### src/rtl/fifo_uart_tx.sv
// UART transmitter that pulls bytes from an upstream FIFO and sends 8N1 frames.
// Define FIFO_UART_TX_PARITY_EN to append an even-parity bit (8E1 framing).
module fifo_uart_tx #(
  parameter int CLKS_PER_BIT = 868
) (
  input  logic       clock_i,
  input  logic       reset_i,
  input  logic       fifo_empty_i,
  input  logic [7:0] fifo_read_data_i,
  output logic       fifo_r_enable_o,
  output logic       tx_o,
  output logic       busy_o,
  output logic       tx_done_o
);

  localparam int CW = $clog2(CLKS_PER_BIT);
  localparam logic [CW-1:0] CNT_LAST = CW'(CLKS_PER_BIT - 1);
  localparam logic [CW-1:0] CNT_PRE  = CW'(CLKS_PER_BIT - 2);

  typedef enum logic [2:0] {
    IDLE,
    LOAD,
    START,
    DATA,
`ifdef FIFO_UART_TX_PARITY_EN
    PARITY,
`endif
    STOP
  } state_e;

  state_e        state_q;
  logic [CW-1:0] cnt_q;
  logic [2:0]    bit_idx_q;
  logic [7:0]    shift_q;
  logic          tx_q;
  logic          busy_q;
  logic          tx_done_q;
`ifdef FIFO_UART_TX_PARITY_EN
  logic          parity_q;
`endif

  logic bit_end;
  assign bit_end = (cnt_q == CNT_LAST);

  assign fifo_r_enable_o = (state_q == IDLE) && !fifo_empty_i && !reset_i;
  assign tx_o            = tx_q;
  assign busy_o          = busy_q;
  assign tx_done_o       = tx_done_q;

  // tx_q is loaded on the edge that enters each state, so it lines up with that state.
  always_ff @(posedge clock_i) begin
    if (reset_i) begin
      state_q   <= IDLE;
      cnt_q     <= '0;
      bit_idx_q <= '0;
      shift_q   <= '0;
      tx_q      <= 1'b1;
      busy_q    <= 1'b0;
      tx_done_q <= 1'b0;
`ifdef FIFO_UART_TX_PARITY_EN
      parity_q  <= 1'b0;
`endif
    end else begin
      tx_done_q <= 1'b0;
      if (state_q == IDLE || state_q == LOAD) begin
        cnt_q <= '0;
      end else begin
        cnt_q <= bit_end ? '0 : cnt_q + CW'(1);
      end

      case (state_q)
        IDLE: begin
          if (!fifo_empty_i) begin
            state_q <= LOAD;
            busy_q  <= 1'b1;
          end
        end
        LOAD: begin
          shift_q   <= fifo_read_data_i;
`ifdef FIFO_UART_TX_PARITY_EN
          parity_q  <= ^fifo_read_data_i;
`endif
          bit_idx_q <= '0;
          tx_q      <= 1'b0;
          state_q   <= START;
        end
        START: begin
          if (bit_end) begin
            tx_q    <= shift_q[0];
            state_q <= DATA;
          end
        end
        DATA: begin
          if (bit_end) begin
            if (bit_idx_q == 3'd7) begin
              bit_idx_q <= '0;
`ifdef FIFO_UART_TX_PARITY_EN
              tx_q    <= parity_q;
              state_q <= PARITY;
`else
              tx_q    <= 1'b1;
              state_q <= STOP;
`endif
            end else begin
              bit_idx_q <= bit_idx_q + 3'd1;
              shift_q   <= shift_q >> 1;
              tx_q      <= shift_q[1];
            end
          end
        end
`ifdef FIFO_UART_TX_PARITY_EN
        PARITY: begin
          if (bit_end) begin
            tx_q    <= 1'b1;
            state_q <= STOP;
          end
        end
`endif
        STOP: begin
          if (cnt_q == CNT_PRE) tx_done_q <= 1'b1;
          if (bit_end) begin
            busy_q  <= 1'b0;
            state_q <= IDLE;
          end
        end
        default: state_q <= IDLE;
      endcase
    end
  end

endmodule

### config.mk
export PLATFORM = sky130hd
export DESIGN_NAME = fifo_uart_tx
export DESIGN_NICKNAME = d
export VERILOG_FILES = /design/src/rtl/fifo_uart_tx.sv
export SDC_FILE = /design/constraint.sdc
export NUM_CORES = 1
export LEC_CHECK = 0
export BUFFER_PORTS_ARGS = -buffer_cell sky130_fd_sc_hd__buf_4
export CAP_MARGIN = 20
export CORE_UTILIZATION = 45
export CTS_CLUSTER_DIAMETER = 100
export DETAILED_ROUTE_END_ITERATION = 10
export PLACE_DENSITY_LB_ADDON = 0.3
export SLEW_MARGIN = 20
export SYNTH_ARGS = -nofsm -noshare
export SYNTH_HDL_FRONTEND = slang
export SYNTH_SLANG_ARGS = --single-unit
### constraint.sdc
create_clock -name clock_i -period 2.5 [get_ports clock_i]
set_input_delay 0.25 -clock clock_i [delete_from_list [all_inputs] [get_ports clock_i]]
set_output_delay 0.25 -clock clock_i [all_outputs]
set_load 0.01 [all_outputs]
==> metrics.cfg <==
[run_status]
outcome = completed

[yosys]
ys_seq_area_share_pct = 40.6
syn_avg_cell_area_sq_um = 8.36
synth-simple-area-share_pct = 29.4
synth_nets = 174
synthesis.area_sq_um = 1330
synthXorXnorAreaFrac_pct = 5.27
async_flop_share_pct = 0
synth_mux_area_share_pct = 0
synth_flop_cell = dfxtp_1
synthesis.yosys.warnings = 0
synth_top_area_cell = dfxtp_1
synth_compound_area_share_pct = 15.7
synth_top_family_by_area = simple AND/OR/NAND/NOR gates
yosys.area_share.adder_pct = 3.76
synth_area_leaders = dfxtp_1, nor2_1, nor3_1
synth-seq-cells = 27
synth_top_area_share_pct = 40.6
synth_cells = 159
synth_edf_count = 0
synth_cell_types = 35

[sta]
post-route-period-util_pct = 75.7
grt_setup_unrepaired = no
fmax_ghz = 0.528
finalMaxSlewViolations = 0
hold_viol = 0
min_period_ns = 1.89
report.final.setup_viol = 0
maxSlewHeadroom_pct = 52.7
skew_ns = 0.00131
worst_pin_slew_ns = 0.708
fin_tns_setup_ns = 0
whs_ns = 0.220
final.setup.worst_slack_ns = 0.608

[finish]
mostFrequentLayoutCell = dfxtp_1
drive_above_1_share_pct = 16.7
nFillCells = 267
mostFrequentLayoutCells = dfxtp_1, nor2_1, nor3_1
diodes = 0
num-nets-final = 184
final_design_area_no_fill_sq_um = 1450
areaGrowthSynthToFinish_pct = 9.31

[placed_design]
numPortBuffers = 14
globalplace.congestion = 0.814
dp_slack_ns = 0.756
hpwl_mm = 1.81
dpl_cell_area_sq_um = 1430

[clock_network]
postCtsSetupBuffers = 0
cts_sinks = 27
post_cts_resized = 0
cts_tree = yes
worstSkewPairLatency_ns = 0.32
cts_hold_buf = 0
clkTransAtPathRegs_ns = 0.14
cts.path.max_buffers = 2
htree_levels = 1
cts_root_buf = clkbuf_4
numCtsBuffers = 3

[global_route]
grt_max_degree = 24
grtUsageMet3_pct = 2.76
grt_util_met1_pct = 22.8
grt.total_usage_pct = 17.2
grt_pass1_wl_mm = 4.30
grt_pass1_vias = 998
antenna_found_initial = 0
gr-usage-met2_pct = 27.2
grt_overflow = 0
gr-max-usage-layer = met2

[drt]
first_pass_iters = 4
ant_nets = 0
routed_wl_mm = 2.62
viasPerCell = 5.73
drt_iter0_markers = 69
vias = 1141
drc = 0
drt-wirelength-per-cell_um = 13.2

[critical_path]
path_class = register to primary output
reg2reg_slack_ns = 0.72
endpoint_kind = primary output
crit_path_max_fanout = 23
worstPathRequired_ns = 2.25
worstPathArrival_ns = 1.64
start_kind = register

[die]
num_io_pins = 15
die_h_um = 56.4
die_w_um = 56.4
start_util_pct = 47.8
row_count = 19
coreArea_sq_um = 2780
floorplan.die_area_sq_um = 3180

[hold_path]
hp-class = input pin to register

[run]
drv_cap = 0

[power]
power_density_nw_per_um2 = 531
max-vdd-ir-drop_mv = 0.409
p_leak_uw = 0.000512

per-layer routing:
metal / part of all wire (%) / up-vias
met3: 3.1 / 5
met5: 0 / -
met2: 45 / 20
met1: 51 / 519
met4: 1.7 / 0
li1: - / 597
worst paths after layout:
path	start	endpoint	cells past startpoint
max	state_q[1]$_SDFFE_PP0P_	fifo_r_enable_o	3
min	fifo_read_data_i[7]	shift_q[7]$_SDFFE_PP0P_	3
max reg2reg	cnt_q[0]$_SDFF_PP0_	shift_q[5]$_SDFFE_PP0P_	4
min reg2reg	cnt_q[0]$_SDFF_PP0_	cnt_q[0]$_SDFF_PP0_	1
per-stage QoR:
| step | utilization (%) | cells | total power, uW |
|---|---|---|---|
| after floorplan | - | 159 | 561 |
| after global routing | 52.3 | 199 | 817 |
| final | 52.3 | 199 | 772 |
| after detailed placement | 51.3 | 195 | 596 |
| after CTS | 52.3 | 199 | 783 |
| after global placement | 51.3 | 195 | 593 |
area by class of cell:
type	count	area [sq um]	area share [%]
repair buffers	15	113	7.75
well taps	31	38.8	2.67
inverters	4	15.0	1.03
multi-input cells	118	719	49.5
clock inverters	1	5.00	0.344
clock buffers	3	22.5	1.55
flip-flops and latches	27	541	37.2
worst max-delay path, stage by stage, from the launching register on:
cell and delay, ns:
dfxtp_1 0.56, or2_2 0.42, nor4_1 0.17, buf_4 0.16
registers in the layout, summed over array words and instances, names as in the netlist:
register / count
shift_q: 8
tx_done_o: 1
tx_o: 1
busy_o: 1
cnt_q: 10
bit_idx_q: 3
state_q: 3
power breakdown:
part           switching [uW]  internal [uW]
Clock                     124           60.0
Combinational            56.6           53.5
Sequential               27.1            451
cell usage after synthesis, types with 2 or more instances:
cell / instances
o221a_2: 7
and3_1: 2
a21oi_1: 7
nor3_1: 18
nor2_1: 26
ha_1: 4
and4_1: 2
dfxtp_1: 27
xor2_1: 2
nand3_1: 6
inv_1: 4
nand2_1: 7
nor4_1: 4
o21ai_0: 7
nand4_1: 4
xnor2_1: 6
clkbuf_1: 6
buf_6: 2
buf_2: 2
kinds of logic after synthesis:
logic type               count (synthesis)
AO/OA/AOI/OAI                           29
XOR/XNOR                                 8
flip-flops                              27
AND/OR/NAND/NOR                         77
adder cells (fa/ha/maj)                  4
buffers and inverters                   14
Power figures use the tool's default switching activity.
